===== config.mk =====
export PLATFORM = sky130hd
export DESIGN_NAME = apple_spawner
export DESIGN_NICKNAME = d
export VERILOG_FILES = /design/src/rtl/apple_spawner.sv
export SDC_FILE = /design/constraint.sdc
export NUM_CORES = 1
export LEC_CHECK = 0
export ABC_AREA = 1
export ABC_CLOCK_PERIOD_IN_PS = 4450
export CAP_MARGIN = 25
export CORE_MARGIN = 5
export CORE_UTILIZATION = 60
export CTS_CLUSTER_DIAMETER = 80
export DETAILED_ROUTE_END_ITERATION = 16
export DONT_BUFFER_PORTS = 1
export MAX_ROUTING_LAYER = met4
export PLACE_DENSITY = 0.74
export SLEW_MARGIN = 20
export SYNTH_ARGS = -nofsm -noshare
export SYNTH_HDL_FRONTEND = slang
export SYNTH_SLANG_ARGS = --single-unit

===== constraint.sdc =====
create_clock -name clk -period 4.45 [get_ports clk]
set_input_delay 0.89 -clock clk [delete_from_list [all_inputs] [get_ports clk]]
set_output_delay 0.89 -clock clk [all_outputs]
set_load 0.01 [all_outputs]

===== src/rtl/apple_spawner.sv =====
// Apple placement: eat detection on tick, LFSR rejection sampling, scan fallback.
// Optional APPLE_TIMEOUT_EN relocates an uneaten apple after TIMEOUT_TICKS ticks.
module apple_spawner #(
   parameter int          X_W       = 6,
   parameter int          Y_W       = 5,
   parameter int          X_MIN     = 1,
   parameter int          X_MAX     = 38,
   parameter int          Y_MIN     = 1,
   parameter int          Y_MAX     = 28,
   parameter int          RESET_X   = 24,
   parameter int          RESET_Y   = 10,
   parameter int          TICK_DIV  = 250000,
   parameter logic [15:0] SEED      = 16'hACE1,
   parameter int          MAX_TRIES = 15
`ifdef APPLE_TIMEOUT_EN
   ,
   parameter int          TIMEOUT_TICKS = 40
`endif
) (
   input  logic           clk,
   input  logic           rst,
   input  logic [X_W-1:0] head_x,
   input  logic [Y_W-1:0] head_y,
   output logic [X_W-1:0] cand_x,
   output logic [Y_W-1:0] cand_y,
   input  logic           cand_occupied,
   output logic [X_W-1:0] apple_x,
   output logic [Y_W-1:0] apple_y,
   output logic           apple_valid,
   output logic           add_cube,
   output logic           board_full
);

   localparam logic [X_W-1:0] XLO = X_W'(X_MIN);
   localparam logic [X_W-1:0] XHI = X_W'(X_MAX);
   localparam logic [Y_W-1:0] YLO = Y_W'(Y_MIN);
   localparam logic [Y_W-1:0] YHI = Y_W'(Y_MAX);
   localparam logic [X_W-1:0] XRS = X_W'(RESET_X);
   localparam logic [Y_W-1:0] YRS = Y_W'(RESET_Y);
   localparam int CW = (TICK_DIV > 1) ? $clog2(TICK_DIV) : 1;
   localparam logic [CW-1:0] CMAX = CW'(TICK_DIV - 1);
   localparam int TW = $clog2(MAX_TRIES + 1);
   localparam logic [TW-1:0] TMAX = TW'(MAX_TRIES);
   localparam logic [15:0] SEED_NZ = (SEED == 16'd0) ? 16'd1 : SEED;

   typedef enum logic [2:0] {IDLE, DRAW, CHECK, SCAN, FULL} state_e;

   state_e         state_q, state_d;
   logic [CW-1:0]  cnt_q, cnt_d;
   logic [15:0]    lfsr_q, lfsr_d;
   logic [TW-1:0]  tries_q, tries_d;
   logic [X_W-1:0] cand_x_q, cand_x_d, apple_x_q, apple_x_d;
   logic [Y_W-1:0] cand_y_q, cand_y_d, apple_y_q, apple_y_d;
   logic           valid_q, valid_d;
   logic           add_q, add_d;
   logic           full_q, full_d;

   logic           tick, eat, raw_ok, reject;
   logic [X_W-1:0] raw_x;
   logic [Y_W-1:0] raw_y;
   logic [TW-1:0]  tries_inc;

`ifdef APPLE_TIMEOUT_EN
   localparam int OW = $clog2(TIMEOUT_TICKS + 1);
   localparam logic [OW-1:0] OMAX = OW'(TIMEOUT_TICKS);
   logic [OW-1:0]  to_q, to_d, to_inc;
   assign to_inc = to_q + 1'b1;
`endif

   assign tick      = (cnt_q == CMAX);
   assign raw_x     = lfsr_q[X_W-1:0];
   assign raw_y     = lfsr_q[X_W+Y_W-1:X_W];
   assign raw_ok    = (raw_x >= XLO) && (raw_x <= XHI) &&
                      (raw_y >= YLO) && (raw_y <= YHI);
   assign eat       = valid_q && (head_x == apple_x_q) && (head_y == apple_y_q);
   assign reject    = cand_occupied || ((cand_x_q == head_x) && (cand_y_q == head_y));
   assign tries_inc = tries_q + 1'b1;

   always_comb begin
      state_d   = state_q;
      cnt_d     = tick ? '0 : cnt_q + 1'b1;
      lfsr_d    = lfsr_q[0] ? ((lfsr_q >> 1) ^ 16'hB400) : (lfsr_q >> 1);
      tries_d   = tries_q;
      cand_x_d  = cand_x_q;
      cand_y_d  = cand_y_q;
      apple_x_d = apple_x_q;
      apple_y_d = apple_y_q;
      valid_d   = valid_q;
      add_d     = 1'b0;
      full_d    = full_q;
`ifdef APPLE_TIMEOUT_EN
      to_d      = to_q;
`endif
      unique case (state_q)
         IDLE: begin
            if (tick && eat) begin
               add_d   = 1'b1;
               valid_d = 1'b0;
               tries_d = '0;
               state_d = DRAW;
`ifdef APPLE_TIMEOUT_EN
               to_d    = '0;
            end else if (tick) begin
               if (to_inc == OMAX) begin
                  to_d    = '0;
                  valid_d = 1'b0;
                  tries_d = '0;
                  state_d = DRAW;
               end else begin
                  to_d = to_inc;
               end
`endif
            end
         end
         DRAW, CHECK: begin
            if (state_q == DRAW) begin
               cand_x_d = raw_x;
               cand_y_d = raw_y;
            end
            if ((state_q == DRAW) && raw_ok) begin
               state_d = CHECK;
            end else if ((state_q == CHECK) && !reject) begin
               apple_x_d = cand_x_q;
               apple_y_d = cand_y_q;
               valid_d   = 1'b1;
               state_d   = IDLE;
`ifdef APPLE_TIMEOUT_EN
               to_d      = '0;
`endif
            end else begin
               tries_d = tries_inc;
               state_d = DRAW;
               // Budget spent: deterministic scan from the low corner
               if (tries_inc == TMAX) begin
                  state_d  = SCAN;
                  cand_x_d = XLO;
                  cand_y_d = YLO;
               end
            end
         end
         SCAN: begin
            if (!reject) begin
               apple_x_d = cand_x_q;
               apple_y_d = cand_y_q;
               valid_d   = 1'b1;
               state_d   = IDLE;
`ifdef APPLE_TIMEOUT_EN
               to_d      = '0;
`endif
            end else if (cand_x_q != XHI) begin
               cand_x_d = cand_x_q + 1'b1;
            end else if (cand_y_q != YHI) begin
               cand_x_d = XLO;
               cand_y_d = cand_y_q + 1'b1;
            end else begin
               full_d  = 1'b1;
               state_d = FULL;
            end
         end
         FULL: valid_d = 1'b0;
         default: state_d = IDLE;
      endcase
   end

   always_ff @(posedge clk or negedge rst) begin
      if (!rst) begin
         state_q   <= IDLE;
         cnt_q     <= '0;
         lfsr_q    <= SEED_NZ;
         tries_q   <= '0;
         cand_x_q  <= XLO;
         cand_y_q  <= YLO;
         apple_x_q <= XRS;
         apple_y_q <= YRS;
         valid_q   <= 1'b1;
         add_q     <= 1'b0;
         full_q    <= 1'b0;
`ifdef APPLE_TIMEOUT_EN
         to_q      <= '0;
`endif
      end else begin
         state_q   <= state_d;
         cnt_q     <= cnt_d;
         lfsr_q    <= lfsr_d;
         tries_q   <= tries_d;
         cand_x_q  <= cand_x_d;
         cand_y_q  <= cand_y_d;
         apple_x_q <= apple_x_d;
         apple_y_q <= apple_y_d;
         valid_q   <= valid_d;
         add_q     <= add_d;
         full_q    <= full_d;
`ifdef APPLE_TIMEOUT_EN
         to_q      <= to_d;
`endif
      end
   end

   assign cand_x      = cand_x_q;
   assign cand_y      = cand_y_q;
   assign apple_x     = apple_x_q;
   assign apple_y     = apple_y_q;
   assign apple_valid = valid_q;
   assign add_cube    = add_q;
   assign board_full  = full_q;

endmodule


==> impl_summary.log <==
INFO  metric drt-wirelength-per-cell = 14.66 um
INFO  metric routed_wl = 8163 um
INFO  metric fillCellCount = between 500 and 600
INFO  metric yosysWarnings = 0
INFO  metric hold_violations = 0
INFO  metric design_area = around 0.0039 mm2
INFO  metric post-synth-top-area-fraction = 34.73%
INFO  metric grt_start_max_net_pins = 67
INFO  metric synthDistinctLibCells = 36
INFO  metric grt.total_usage = 24.02%
INFO  metric timing.critical_path.cells = inv_2, nand2_1, nand2_1, nand2_1, nor2_1, nand3_2, nand3_2, nand2_2, nand3_2, nand2_1, o21ai_1
INFO  metric insertedDiodeCount = 0
INFO  metric post_synth_main_area_contributors = dfrtp_1, nand2_1, dfstp_2
INFO  metric max_cap_viol_count = 0
INFO  metric most_frequent_cell_on_the_critical_path = nand2_1
INFO  metric layout-drive-gt1-share = 13.07%
INFO  metric setup_repair_after_global_routing_missed_its_margin = false
INFO  metric dr.first_iter.drc_count = around 230
INFO  metric ys_ff_latch = 66
INFO  metric power_per_cell_area = about 290 mW/mm2
INFO  metric grt_overflow = 0
INFO  metric ctsRootBufferMaster = clkbuf_8
INFO  metric swShare = 20.05%
INFO  metric fmax = approximately 490 MHz
INFO  metric via_per_inst = approximately 5.4
INFO  metric timing.critical_path.to_type = register
INFO  metric critical-path-max-stage-delay = 0.65 ns
INFO  metric report.final.slew_viol_count = 0
INFO  metric p_int = between 800 and 900 uW
INFO  metric clk_latency = 0.35 ns
INFO  metric grt_first_pass_wirelength = approximately 14000 um
INFO  metric min-delay-path-class = input pin to async pin
INFO  metric chipWidth = 88.26 um
INFO  metric ios = 39
INFO  metric cp_top_family = simple AND/OR/NAND/NOR gates
INFO  metric synthArstFlopShare = 100.0%
INFO  metric share_seq_of_total_power = between 50% and 60%
INFO  metric detail-route-antenna-nets = 0
INFO  metric synth-edff-count = 0
INFO  metric final.setup.tns = 0 ns
INFO  metric critPathBufInv = 1
INFO  metric worst_ep_required_time = around 4.7 ns
INFO  metric pwr-share-clk = 45.1%
INFO  metric place_area = 0.003715 mm2
INFO  metric total_leakage_power = slightly below 0.002 uW
INFO  metric yosysSeqAreaShare = a little under half
INFO  metric timing_worst_setup_path_type = register to register
INFO  metric tritoncts = done
INFO  metric start_kind = register
INFO  metric synthFlopType = dfrtp_1
INFO  metric initial_utilization = about three fifths
INFO  metric vdd_ir_drop_max = 0.2051 mV
INFO  metric synth_cells = roughly 470
INFO  metric cts_repair_resize_count = 0
INFO  metric worst_path_clk_slew = around 0.08 ns
INFO  metric cts_setup_buffers = 0
INFO  metric grt_pass1_vias = 2856
INFO  metric postCtsHoldBufs = 0
INFO  metric power.combinational.fraction = around 1.3%
INFO  metric layout_worst_path_cycle_share = 45.59%
INFO  metric deepest_clock_path_buffer_count = 2
INFO  metric design.core.area = slightly below 0.006 mm2
INFO  metric max-slew-margin-rel = just over 70%
INFO  metric dp_hpwl = a little over 6000 um
INFO  metric detailedRoute.firstPassIterationCount = 5
INFO  metric remaining_drc_errors = 0
INFO  metric switching_power = around 220 uW
INFO  metric tightest_slew = 0.4178 ns
INFO  metric outcome = finished, final reports clean
INFO  metric routed-via-count = around 3000
INFO  metric cts.htree.levels = 3
INFO  metric numClockSinks = 66
INFO  metric min_period = roughly 2.0 ns
INFO  metric die-height = roughly 88 um
INFO  metric worst-path-max-fanout = 23
INFO  metric io_buffers = 0
INFO  metric skew = approximately 0.015 ns
INFO  metric final_nets = 498
INFO  metric synth_top_cells_by_count = nand2_1, nor2_1, inv_1
INFO  metric cp_data_arrival_time = about 2.3 ns
INFO  metric p_r_area_growth_vs_syn = 6.469%
INFO  metric postSynthNetCount = 495
INFO  metric synth_top_cell_by_area = dfrtp_1
INFO  metric post_synthesis_mean_instance_area = approximately 7.8 um2
INFO  metric gpl.final_weighted_congestion = ~0.9
INFO  metric report.final.setup_viol = 0
INFO  metric synth_most_common_cell = nand2_1
INFO  metric grt_antenna_before_repair = 0
INFO  metric core.rowCount = 28
INFO  metric cts_inserted_buffers = 9
INFO  metric dieArea = ~0.0078 mm2
INFO  metric netlist_area = between 0.003 and 0.004 mm2
INFO  metric timing.critical_path.slowest_stage_cell = dfstp_2
## kinds of logic (layout without fill, tap and decap cells)
family / count (synthesis) / after routing / synth area share [%]
compound gates: 65 / 65 / 10.15
buf+inv: 81 / 89 / 8.989
xor+xnor: 21 / 21 / 5.005
fa+ha+maj: 7 / 7 / 2.383
simple gates: 234 / 234 / 28.02
flops: 66 / 66 / 45.45
## sequential cells by signal (all words and copies together), names as in the netlist
| signal | count |
|---|---|
| cnt_q | 18 |
| lfsr_q | 16 |
| apple_x | 6 |
| cand_x | 6 |
| apple_y | 5 |
| cand_y | 5 |
| tries_q | 4 |
| state_q | 3 |
| add_cube | 1 |
| apple_valid | 1 |
| board_full | 1 |
## power groups by stage
stage | Combinational [uW] | Sequential (uW) | Clock (uW)
3_3_place_gp | 13.9 | 611 | 0
2_1_floorplan | 11.5 | 611 | 0
6_report | 14.1 | 601 | 506
4_1_cts | 14.4 | 601 | 514
3_5_place_dp | 14.3 | 611 | 0
5_1_grt | 15.9 | 600 | 544
## cell usage in the layout (no fill, tap or decap), drive strengths merged, types with 6 or more instances in the layout
cell type,n
nand2,123
inv,71
nor2,69
dfrtp,51
o21ai,34
nand3,23
a21oi,19
dfstp,15
clkbuf,14
xor2,11
xnor2,10
nor3,9
ha,7
nand4,7
a211oi,6
## area by class of cell
cell class	instances	area [um2]	area share (%)
clock buffers	14	162.7	4.157
clock inverters	2	35.03	0.8954
inverters	73	276.5	7.067
multi-input cells	327	1674	42.79
flip-flops and latches	66	1670	42.69
well taps	75	93.84	2.398
## metal layers
layer | GRT usage (%) | vias up | part of all wire (%) | routed length (um)
li1 | - | 1492 | - | -
met5 | - | - | 0 | 0
met4 | 8.104 | 0 | 1.8 | 147
met3 | 7.821 | 13 | 8.1 | 664
met2 | 38.68 | 87 | 48 | 3923
met1 | 28.47 | 1403 | 42 | 3428
## path summary, 6_finish.rpt
check / cells after the start / from / to / slack, ns
max in group asynchronous: 0 / rst / cand_y[0] / 4.00
worst min-delay path: 0 / rst / apple_x[5] / 0.23
min in group clk: 0 / lfsr_q[7] / lfsr_q[6] / 0.38
worst max register to register: 11 / cand_y[0] / apple_x[0] / 2.42
worst min register to register: 0 / lfsr_q[7] / lfsr_q[6] / 0.38
worst max-delay path: 11 / cand_y[0] / apple_x[0] / 2.42
## metrics by stage
stage	power, uW	hold slack (ns)	std cells	utilization, %	setup WS (ns)
CTS	1129	0.2239	557	65.69	2.416
detailed placement	625.7	0.3593	541	62.37	2.253
global placement	625.2	0.3479	541	62.37	2.293
floorplan	622.9	0.3330	474	-	2.527
finish	1121	0.2267	557	65.69	2.421
global route	1160	0.2074	557	65.69	2.193
## worst reg2reg max path, cell delays in order, from the launching register on
cell,delay (ns)
dfstp_2,0.65
inv_2,0.11
nand2_1,0.08
nand2_1,0.05
nand2_1,0.06
nor2_1,0.05
nand3_2,0.10
nand3_2,0.11
nand2_2,0.12
nand3_2,0.34
nand2_1,0.16
o21ai_1,0.08
No activity file was read; power rests on OpenSTA's default activity.
